`src/rtl/bcd_timer_ctrl.sv`:
```
// ---------------------------------------------------------------------------
// bcd_timer_ctrl
//
// Run/pause/clear controller and sequencer for a four-digit MM:SS BCD timer.
// A prescaler divides the system clock down to one timer tick. On each tick
// the seconds-units digit advances. Every digit steps on its predecessor's
// terminal count, and all carries resolve in the same clock edge. There are
// no ripple clocks: everything runs on the rising edge of `clock`.
//
// Optional feature (compile-time macro LAP_EN):
//   When defined, a lap edge while running freezes the displayed digits and
//   sets lap_hold. The next lap edge releases the display. The live count
//   keeps running while the display is frozen. When undefined, the lap input
//   is ignored, the bcd_* outputs show the live digits and lap_hold stays 0.
//
// Parameters
//   TICK_DIV  clock cycles per timer tick (>= 2)
//   M1_MAX    terminal value of the tens-of-minutes digit (1..9)
//
// Ports
//   clock       in   system clock
//   reset_n     in   asynchronous active-low reset
//   start_stop  in   debounced level; a rising edge toggles start/pause
//   clear       in   debounced level; a rising edge requests clear
//   lap         in   debounced level; a rising edge toggles lap hold
//   bcd_s0      out  displayed seconds units  (0..9)
//   bcd_s1      out  displayed seconds tens   (0..5)
//   bcd_m0      out  displayed minutes units  (0..9)
//   bcd_m1      out  displayed minutes tens   (0..M1_MAX)
//   running     out  1 while the controller is in RUN
//   rollover    out  one-cycle pulse when the count wraps to 00:00
//   lap_hold    out  1 while the display is frozen
// ---------------------------------------------------------------------------
module bcd_timer_ctrl #(
    parameter int TICK_DIV = 50_000_000,
    parameter int M1_MAX   = 5
) (
    input  logic       clock,
    input  logic       reset_n,
    input  logic       start_stop,
    input  logic       clear,
    input  logic       lap,
    output logic [3:0] bcd_s0,
    output logic [3:0] bcd_s1,
    output logic [3:0] bcd_m0,
    output logic [3:0] bcd_m1,
    output logic       running,
    output logic       rollover,
    output logic       lap_hold
);

    localparam int         PW      = (TICK_DIV > 2) ? $clog2(TICK_DIV) : 1;
    localparam logic [PW-1:0] P_LAST = PW'(TICK_DIV - 1);
    localparam logic [3:0] M1_LAST = 4'(M1_MAX);

    typedef enum logic [1:0] {
        IDLE  = 2'd0,
        RUN   = 2'd1,
        PAUSE = 2'd2
    } state_t;

    state_t state, state_nxt;

    // Button edge detection: one registered copy per level input. The strobe
    // is high for the single cycle between the level rising and the next edge,
    // so a held button acts only once.
    logic ss_q, clr_q;
    logic ss_rise, clr_rise;

    assign ss_rise  = start_stop & ~ss_q;
    assign clr_rise = clear & ~clr_q;

    always_ff @(posedge clock or negedge reset_n) begin
        if (!reset_n) begin
            ss_q  <= 1'b0;
            clr_q <= 1'b0;
        end else begin
            ss_q  <= start_stop;
            clr_q <= clear;
        end
    end

    // FSM state register
    always_ff @(posedge clock or negedge reset_n) begin
        if (!reset_n) state <= IDLE;
        else          state <= state_nxt;
    end

    // do_clear marks the PAUSE -> IDLE transition. A clear edge in IDLE is a
    // no-op because everything is already zero there. A clear edge in RUN is
    // deliberately ignored, so a running count cannot be wiped by accident.
    logic do_clear;

    always_comb begin
        state_nxt = state;
        do_clear  = 1'b0;
        case (state)
            IDLE: begin
                if (ss_rise) state_nxt = RUN;
            end
            RUN: begin
                if (ss_rise) state_nxt = PAUSE;
            end
            PAUSE: begin
                if (clr_rise) begin
                    state_nxt = IDLE;
                    do_clear  = 1'b1;
                end else if (ss_rise) begin
                    state_nxt = RUN;
                end
            end
            default: state_nxt = IDLE;
        endcase
    end

    assign running = (state == RUN);

    // Prescaler: it advances only in RUN. It holds in PAUSE, so a partial tick
    // survives a pause/resume. It is forced to zero in IDLE, so the first
    // increment lands a full TICK_DIV cycles after entering RUN.
    logic [PW-1:0] presc_q;
    logic          tick;

    assign tick = (state == RUN) && (presc_q == P_LAST);

    always_ff @(posedge clock or negedge reset_n) begin
        if (!reset_n) begin
            presc_q <= '0;
        end else if (state == IDLE || do_clear) begin
            presc_q <= '0;
        end else if (state == RUN) begin
            presc_q <= tick ? '0 : presc_q + 1'b1;
        end
    end

    // Live BCD digits. The terminal checks use >= so that a corrupted digit
    // falls back to 0 instead of walking through non-BCD codes.
    logic [3:0] s0_q, s1_q, m0_q, m1_q;
    logic [3:0] s0_n, s1_n, m0_n, m1_n;
    logic       s0_max, s1_max, m0_max, m1_max;
    logic       wrap;

    assign s0_max = (s0_q >= 4'd9);
    assign s1_max = (s1_q >= 4'd5);
    assign m0_max = (m0_q >= 4'd9);
    assign m1_max = (m1_q >= M1_LAST);
    assign wrap   = tick & s0_max & s1_max & m0_max & m1_max;

    always_comb begin
        s0_n = s0_q;
        s1_n = s1_q;
        m0_n = m0_q;
        m1_n = m1_q;
        if (do_clear) begin
            s0_n = 4'd0;
            s1_n = 4'd0;
            m0_n = 4'd0;
            m1_n = 4'd0;
        end else if (tick) begin
            // All carries chain here, so the whole count moves in one edge
            s0_n = s0_max ? 4'd0 : s0_q + 4'd1;
            if (s0_max) begin
                s1_n = s1_max ? 4'd0 : s1_q + 4'd1;
                if (s1_max) begin
                    m0_n = m0_max ? 4'd0 : m0_q + 4'd1;
                    if (m0_max) begin
                        m1_n = m1_max ? 4'd0 : m1_q + 4'd1;
                    end
                end
            end
        end
    end

    always_ff @(posedge clock or negedge reset_n) begin
        if (!reset_n) begin
            s0_q     <= 4'd0;
            s1_q     <= 4'd0;
            m0_q     <= 4'd0;
            m1_q     <= 4'd0;
            rollover <= 1'b0;
        end else begin
            s0_q     <= s0_n;
            s1_q     <= s1_n;
            m0_q     <= m0_n;
            m1_q     <= m1_n;
            rollover <= wrap;
        end
    end

`ifdef LAP_EN
    // Lap hold. Freezing is only armed while running. A release is accepted
    // in any state, so a frozen display can never get stuck.
    logic       lap_q;
    logic       lap_rise;
    logic       hold_q;
    logic [3:0] d_s0_q, d_s1_q, d_m0_q, d_m1_q;

    assign lap_rise = lap & ~lap_q;

    always_ff @(posedge clock or negedge reset_n) begin
        if (!reset_n) begin
            lap_q  <= 1'b0;
            hold_q <= 1'b0;
            d_s0_q <= 4'd0;
            d_s1_q <= 4'd0;
            d_m0_q <= 4'd0;
            d_m1_q <= 4'd0;
        end else begin
            lap_q <= lap;
            if (do_clear) begin
                hold_q <= 1'b0;
            end else if (lap_rise) begin
                if (hold_q) begin
                    hold_q <= 1'b0;
                end else if (state == RUN) begin
                    hold_q <= 1'b1;
                    d_s0_q <= s0_q;
                    d_s1_q <= s1_q;
                    d_m0_q <= m0_q;
                    d_m1_q <= m1_q;
                end
            end
        end
    end

    assign bcd_s0   = hold_q ? d_s0_q : s0_q;
    assign bcd_s1   = hold_q ? d_s1_q : s1_q;
    assign bcd_m0   = hold_q ? d_m0_q : m0_q;
    assign bcd_m1   = hold_q ? d_m1_q : m1_q;
    assign lap_hold = hold_q;
`else
    // The lap input stays on the port list so both builds share one pinout
    logic unused_lap;
    assign unused_lap = lap;

    assign bcd_s0   = s0_q;
    assign bcd_s1   = s1_q;
    assign bcd_m0   = m0_q;
    assign bcd_m1   = m1_q;
    assign lap_hold = 1'b0;
`endif

endmodule

```
`config.mk`:
```
export PLATFORM = sky130hd
export DESIGN_NAME = bcd_timer_ctrl
export DESIGN_NICKNAME = d
export VERILOG_FILES = /design/src/rtl/bcd_timer_ctrl.sv
export SDC_FILE = /design/constraint.sdc
export NUM_CORES = 1
export LEC_CHECK = 0
export ABC_AREA = 1
export CORE_ASPECT_RATIO = 0.8
export CORE_UTILIZATION = 40
export CTS_CLUSTER_SIZE = 24
export DETAILED_ROUTE_END_ITERATION = 10
export PLACE_DENSITY = 0.67
export SYNTH_ARGS = -nofsm -noshare
export SYNTH_HDL_FRONTEND = slang
export SYNTH_SLANG_ARGS = --single-unit
```
`constraint.sdc`:
```
create_clock -name clock -period 1.95 [get_ports clock]
set_input_delay 0.39 -clock clock [delete_from_list [all_inputs] [get_ports clock]]
set_output_delay 0.39 -clock clock [all_outputs]
set_load 0.01 [all_outputs]
```
# [Yosys cells after proc, flatten, opt, wreduce, memory -nomap -nowiden]
# Cells that the tools add are included.
[totals] ff_bits=47 latchBits=0 mem_bits_rw=0 rom_bits=0 in_bits=5 output_inout_bits=19 mem_count=0
[classes] n_addsub=5 multipliers=0 div_mod_pow=0 order_cmp=4 eq_ne=4 shift=0 n_mux=27 n_bitwise=8 reduce_logical=11
[ops] op="26-bit 2-to-1 mux" n=3
[ops] op="4-bit 2-to-1 mux" n=18
[ops] op="26-bit by 1-bit adder with 26-bit output (second input constant)" n=1
[ops] op="26-bit equality test (second input constant)" n=1
[ops] op="4-bit by 1-bit adder with 4-bit output (second input constant)" n=4
[ops] op="2-bit nonzero test" n=5
[ops] op="4-bit by 3-bit >= comparator with 1-bit output (second input constant)" n=2
[ops] op="4-bit >= comparator (second input constant)" n=2
[ops] op="1-bit AND" n=6
[ops] op="2-bit 2-to-1 mux" n=3
[ops] op="2-bit one-hot mux with 3 select lines" n=1
[ops] op="4-bit AND reduction" n=1
[ops] op="3-bit AND reduction" n=1
[ops] op="2-bit by 1-bit equality test with 1-bit output (second input constant)" n=1
[ops] op="2-bit equality test (second input constant)" n=1
[ops] op="2-bit logical NOT" n=1
[ops] op="1-bit 2-to-1 mux" n=2
[ops] op="2-bit by 1-bit != test with 1-bit output (second input constant)" n=1
[ops] op="1-bit NOT" n=2
[ops] op="2-bit AND reduction" n=1
[ops] op="1-bit logical AND" n=1
[ops] op="1-bit logical OR" n=1

# [Depth between registers and ports, before layout]
# Gate-level depths: netlist of run 1.
[depth] word_depth=7 depth_mapped=11 ltp_nobuf=11

# [Worst setup path after synthesis of run 1]
# OpenSTA, ideal clock, no wires.
[synth_path] path_kind="reg2reg" from="reg s1_q[1] (netlist: bcd_s1[1])" to="reg m1_q[0] (netlist: bcd_m1[0])" t_arrival_ns=1.417 t_required_ns=1.884 path_slack_ns=0.467 stages_incl_launch_ff=12 path_buffers=0 synth_period_minus_slack_ns=1.483 path_cell_list="dfrtp_1 > inv_1 > ha_1 > inv_1 > nand2_1 > a21oi_1 > nand2_2 > nand2_1 > inv_1 > nand3_2 > nand2_1 > nand2_1"
[synth_via] elab_chain_cells=3
[synth_lines] item="start, declared" line_no="138" text="logic [3:0] s0_q, s1_q, m0_q, m1_q;"
[synth_lines] item="start signal, assigned" line_no="183" text="s1_q <= s1_n;"
[synth_lines] item="4-bit by 3-bit >= comparator with 1-bit output" line_no="144" text="assign s1_max = (s1_q >= 4'd5);"
[synth_lines] item="2-bit nonzero test (no source line)"
[synth_lines] item="4-bit AND reduction (no source line)"
[synth_lines] item="end signal, assigned" line_no="185" text="m1_q <= m1_n;"
[synth_lines] item="end, declared" line_no="138"
# No other way between the ends.
# A chain may end at the register's enable or synchronous reset.

# [Worst setup path after layout of run 1]
[layout_path] from="reg s1_q[0] (netlist: bcd_s1[0])" to="out bcd_s1[0]"
[layout_lines] item="end, declared" line_no="44" text="output logic [3:0] bcd_s1,"
# No word-level cell between the ends.

==> results of run 1 <==
-- metrics by stage --
stage               utilization  worst slack (ps)  hold WS, ps
floorplan                     -               467         94.4
global placement          0.475              81.7          344
detailed placement        0.475              51.9          339
CTS                       0.487               199         10.7
global route              0.487              56.7         15.8
finish                    0.487               221         5.58
-- state kept, by name, indices dropped and copies added, names as in the netlist --
name,cells
clr_q,1
bcd_m1,4
ss_q,1
presc_q,26
bcd_m0,4
state,2
bcd_s0,4
bcd_s1,4
rollover,1
-- cell families after synthesis --
| family | after synthesis | share of synthesized area |
|---|---|---|
| AND/OR/NAND/NOR | 263 | 0.397 |
| flip-flops | 47 | 0.393 |
| adder cells (fa/ha/maj) | 13 | 0.0544 |
| buffers and inverters | 55 | 0.0711 |
| other | 1 | 0.00125 |
| XOR/XNOR | 10 | 0.0293 |
| AO/OA/AOI/OAI | 27 | 0.0535 |
-- cells in the mapped netlist, types with 3 or more instances --
library cell	number
nand3_1	33
a21oi_1	6
nand2_1	124
nand2_4	3
nor3_1	11
nand2_2	6
nor2_4	3
xor2_1	8
ha_1	13
nand4_1	12
nor2_1	60
inv_1	48
dfrtp_1	47
o21ai_0	12
inv_2	4
o21ai_2	4
nor2_2	3
-- cell type report --
class / instances / share of cell area
multi-input cells: 314 / 0.466
flip-flops and latches: 47 / 0.342
repair buffers: 29 / 0.0767
inverters: 53 / 0.0585
well taps: 87 / 0.0316
clock buffers: 5 / 0.0200
clock inverters: 3 / 0.00545
-- routing by layer --
layer	part of all wire	up-vias	wire length, um	track usage
met2	0.44	49	3010	0.304
met4	0.0051	0	35	0.0418
met1	0.52	1252	3570	0.277
met3	0.038	2	259	0.0308
met5	0	-	0	0
li1	-	1383	-	-
-- worst max-delay path by stage --
stage,cells after the start,to
finish,1,bcd_s1[0]
floorplan,11,bcd_m1[0]$_DFFE_PN0P_
detailed placement,8,presc_q[12]$_DFFE_PN0P_
CTS,1,bcd_s1[2]
global placement,9,presc_q[7]$_DFFE_PN0P_
global route,10,bcd_s1[3]$_DFFE_PN0P_
-- worst register-to-register path, stage by stage, from the launching register on --
cell and delay, ps:
dfrtp_1 390, ha_1 200, nand2_1 130, nor2_1 170, nand2_1 140, nor2_1 160, nand2_1 130, nor2_1 110
nand2_1 50, nand3_1 70, nand2_1 50
-- where the power goes --
| part | internal, mW | leakage [nW] | switching [mW] |
|---|---|---|---|
| clock | 0.253 | 0.0483 | 0.344 |
| combinational | 0.105 | 0.939 | 0.222 |
| sequential | 1.00 | 0.633 | 0.0305 |
-- repair_timing --
| item | CTS | global route |
|---|---|---|
| resized for setup | 1 | 0 |
| setup endpoints to repair | 1 | 0 |
| buffers inserted | 0 | 0 |
==> summary.md, run 1 <==
| Metric | Value |
|---|---|
| Outcome | `finished, final reports clean` |
| Non-filler cells, final | `538` |
| Post-synth ARST share | `1.00` |
| Ant. Diodes | `0` |
| First-pass GRT wire length | `12,000 um` |
| Final Power | `1.96 mW` |
| Hold crit path type | `in -> async` |
| Drt pass-1 iters | `4` |
| Post-synth top flop | `dfrtp_1` |
| Synth Instances | `416` |
| Worst-path maximum fanout | `6` |
| Routed Antenna Nets | `0` |
| Period Utilization, post-route | `0.887` |
| CORE AREA | `7060 um2` |
| DR iter-0 viols | `117` |
| Fin. max-slew vios | `0` |
| Final Hold Viols | `0` |
| Endpoint class of the critical path | `output port` |
| Placed instance area | `3350 um2` |
| Syn_nets | `434` |
| FF+latch count, synth | `47` |
| Slowest CP cell | `clkdlybuf4s50_1` |
| Avg Cell Area, Syn | `7.19 um2` |
| Leakage power | `1.62 nW` |
| P&R area growth vs syn | `15.0%` |
| Top area cells in the synthesized netlist | `dfrtp_1 39%, nand2_1 16%, nor2_1 7.5%` |
| Vias post-DR | `2,686` |
| Multi-input logic area | `1600 um2` |
| Max cap viols | `0` |
| Critical path class | `reg -> out` |
| Peak per-stage delay on the critical path | `580 ps` |
| Commonest non-fill, non-tap cell in the layout | `nand2_1` |
| WP data arrival | `1340 ps` |
| Worst Setup SP | `bcd_s1[0]$_DFFE_PN0P_` |
| Post-synth EDFFs | `0` |
| CTS root buffer | `clkbuf_8` |
| RR Startpoint | `presc_q[0]$_DFFE_PN0P_` |
| Most frequent cells in the layout | `124 x nand2_1, 60 x nor2_1, 48 x inv_1` |
| Ratio of cells with drive above 1 in the final layout | `0.0998` |
| Final instance area | `3440 um2` |
| Yosys top cell by area | `dfrtp_1` |
| GR Overflow Total | `0` |
| CP bufs+invs | `1` |
| Final Skew | `8.57 ps` |
| R2R depth | `10` |
| Hold_buf cts | `0` |
| Reg-to-reg slack, setup | `240 ps` |
| Area fraction of the dominant cell type after synthesis | `0.393` |
| Final min period | `1730 ps` |
| Initial antenna violation count | `0` |
| # rows | `27` |
| Max Fclk | `0.578 GHz` |
| Unrepaired setup endpoints after global routing | `no` |
| CTS max path bufs | `2` |
| Die Ht | `79.4 um` |
| H-tree Lvls | `2` |
| Final net count | `468` |
| Reg area | `1180 um2` |
| Worst-path cell chain | `clkdlybuf4s50_1` |
| Post-Place Cells | `530` |
| Synth unique cells | `31` |
| Total Wirelength | `6880 um` |
| Data required time of the worst path | `1560 ps` |
| CTS buffer count | `5` |
| Sequential share of the synthesized area | `0.393` |
| CTS tree | `yes` |
| Largest net degree at the start of global routing | `19` |
| Detail Placement HPWL | `5240 um` |
| # fillers | `690` |
| Number of placed I/O pins | `24` |
| Clock Pin Slew Worst Setup and Hold Paths | `90 ps` |
| Synth Cell Area | `2990 um2` |
| Synth warn | `0` |
| Peak supply drop | `0.413 mV` |
| Crit-path leading delay family | `buffers and inverters` |
| Starting Density | `0.424` |
| DRC Markers | `0` |
| Worst-Skew Late Latency | `300 ps` |
| DIE WIDTH | `98.7 um` |
| Drt via density | `4.99` |
| DIE AREA | `7830 um2` |
| Number of global-route vias before repair | `2,581` |
| Setup-failing EPs final | `0` |
| Setup TNS | `0 ps` |
| # port buffers | `21` |
| CP startpoint kind | `flip-flop` |
| Power density over the cells | `568 nW/um2` |
| Overall Global Routing Usage | `0.192` |
| CTS Sinks | `47` |
| R2r endpoint | `presc_q[20]$_DFFE_PN0P_` |
| Gp weighted congestion | `0.894` |
| Drt wl/cell | `12.8 um` |
Power figures use the tool's default switching activity.
==> inputs of run 2 (changes only) <==
Settings changed: REMOVE_ABC_BUFFERS from default to 1.
==> run 2 against run 1 <==
  * Sequential share of layout area shrank 0.33 points
  * Sequential power is essentially flat
  * Core utilization grew 0.48 points
  * Clock skew grew 1.2 ps
  * Design area grew 0.98%
  * Non-clock buffer count grew 3
  * Count of clock-buffer cells in the layout grew 1
  * Fmax shrank 1.4%
  * Hold slack gained 57 ps
  * Critical path depth grew 3
  * Register-to-register slack gained 20 ps
  * Routed wire length shrank 1.8%
  * Largest power group unchanged
  * Highest routed layer unchanged
==> summary.md, run 2 (synthesis gave the netlist of run 1 again) <==
| Metric | Value |
|---|---|
| CTS Sinks | `47` |
| # fillers | `702` |
| DRC Markers | `0` |
| Worst-Skew Late Latency | `300 ps` |
| Die Ht | `79.4 um` |
| CTS max path bufs | `2` |
| Setup-failing EPs final | `0` |
| Reg-to-reg slack, setup | `260 ps` |
| Data required time of the worst path | `1560 ps` |
| Ratio of cells with drive above 1 in the final layout | `0.106` |
| Post-CTS Setup Inserts | `0` |
| Hold crit path type | `in -> async` |
| DIE WIDTH | `98.7 um` |
| Final net count | `471` |
| DIE AREA | `7830 um2` |
| Most common cell on crit path | `inv_1` |
| H-tree Lvls | `2` |
| Max reg flops | `26` |
| Fin Hold WS | `62.5 ps` |
| Largest net degree at the start of global routing | `25` |
| Power density over the cells | `579 nW/um2` |
| Slowest CP cell | `dfrtp_1` |
| WP data arrival | `1360 ps` |
| Worst-path maximum fanout | `5` |
| Total Wirelength | `6750 um` |
| Hold_buf cts | `0` |
| Gp weighted congestion | `0.865` |
| Ant. Diodes | `0` |
| Peak per-stage delay on the critical path | `440 ps` |
| CP startpoint kind | `flip-flop` |
| Endpoint class of the critical path | `output port` |
| Slew @ Worst Pin | `549 ps` |
| Worst-path cell chain | `inv_1 -> nand2_1 -> inv_1 -> dlygate4sd2_1` |
| Worst Setup SP | `state[1]$_DFFE_PN0P_` |
| Post_cts resized | `1` |
| Period Utilization, post-route | `0.899` |
| Fin. max-slew vios | `0` |
| Unrepaired setup endpoints after global routing | `no` |
| P&R area growth vs syn | `16.1%` |
| CTS tree | `yes` |
| Commonest non-fill, non-tap cell in the layout | `nand2_1` |
| Placed instance area | `3380 um2` |
| Drt pass-1 iters | `4` |
| # rows | `27` |
| Final min period | `1750 ps` |
| RR Startpoint | `presc_q[0]$_DFFE_PN0P_` |
| Overall Global Routing Usage | `0.188` |
| Final Hold Viols | `0` |
| Largest Register | `presc_q` |
| Leakage power | `1.63 nW` |
| Max Fclk | `0.570 GHz` |
| Final Power | `2.01 mW` |
| Final instance area | `3470 um2` |
| CORE AREA | `7060 um2` |
| Starting Density | `0.424` |
| Max cap viols | `0` |
| Critical path class | `reg -> out` |
| Drt via density | `4.98` |
| Reg area | `1180 um2` |
| Drt wl/cell | `12.5 um` |
| CTS root buffer | `clkbuf_8` |
| Initial antenna violation count | `0` |
| Peak supply drop | `0.435 mV` |
| Critical path depth | `4` |
| CP bufs+invs | `3` |
| DR iter-0 viols | `178` |
| Setup TNS | `0 ps` |
| Post-Place Cells | `533` |
| Outcome | `finished, final reports clean` |
| CTS buffer count | `5` |
| Non-filler cells, final | `541` |
| GR Overflow Total | `0` |
| Clock Pin Slew Worst Setup and Hold Paths | `90 ps` |
| R2r endpoint | `presc_q[24]$_DFFE_PN0P_` |
| Final Skew | `9.76 ps` |
| Routed Antenna Nets | `0` |
| Crit-path leading delay family | `buffers and inverters` |
| Most frequent cells in the layout | `124 x nand2_1, 60 x nor2_1, 48 x inv_1` |
| # port buffers | `21` |
| R2R depth | `9` |
| Detail Placement HPWL | `5280 um` |
| Number of global-route vias before repair | `2,415` |
| Multi-input logic area | `1600 um2` |
| First-pass GRT wire length | `11,700 um` |
| Number of placed I/O pins | `24` |
| Vias post-DR | `2,694` |
| Rel. slew slack | `0.634` |
-- run 2: stage by stage --
step	setup slack, ps	util
global placement	40.1	0.478
detailed placement	16.3	0.478
CTS	194	0.492
floorplan	467	-
finish	197	0.492
global route	75.0	0.492
-- run 2: worst max-delay path by stage --
stage                                    endpoint  slack [ps]
final                                     running         200
after global routing      presc_q[16]$_DFFE_PN0P_          80
after CTS                                 running         190
after detailed placement  presc_q[17]$_DFFE_PN0P_          20
after global placement    presc_q[17]$_DFFE_PN0P_          40
after floorplan             bcd_m1[0]$_DFFE_PN0P_         470
-- run 2: final cells by class --
| type | instances | share of cell area |
|---|---|---|
| clock buffers | 6 | 0.0238 |
| multi-input cells | 314 | 0.461 |
| inverters | 53 | 0.0580 |
| repair buffers | 32 | 0.0825 |
| well taps | 87 | 0.0313 |
| flip-flops and latches | 47 | 0.338 |
| clock inverters | 2 | 0.00468 |
-- run 2: power by group --
part / internal [mW] / switching [mW]
Sequential: 1.00 / 0.0308
Combinational: 0.115 / 0.233
Clock: 0.290 / 0.343
-- run 2: per-layer routing --
metal / global-route usage / part of all wire / vias up / wire, um
met1: 0.290 / 0.53 / 1243 / 3590
met2: 0.276 / 0.42 / 57 / 2870
met5: 0 / 0 / - / 0
li1: - / - / 1392 / -
met3: 0.0246 / 0.038 / 2 / 255
met4: 0.0463 / 0.0056 / 0 / 38
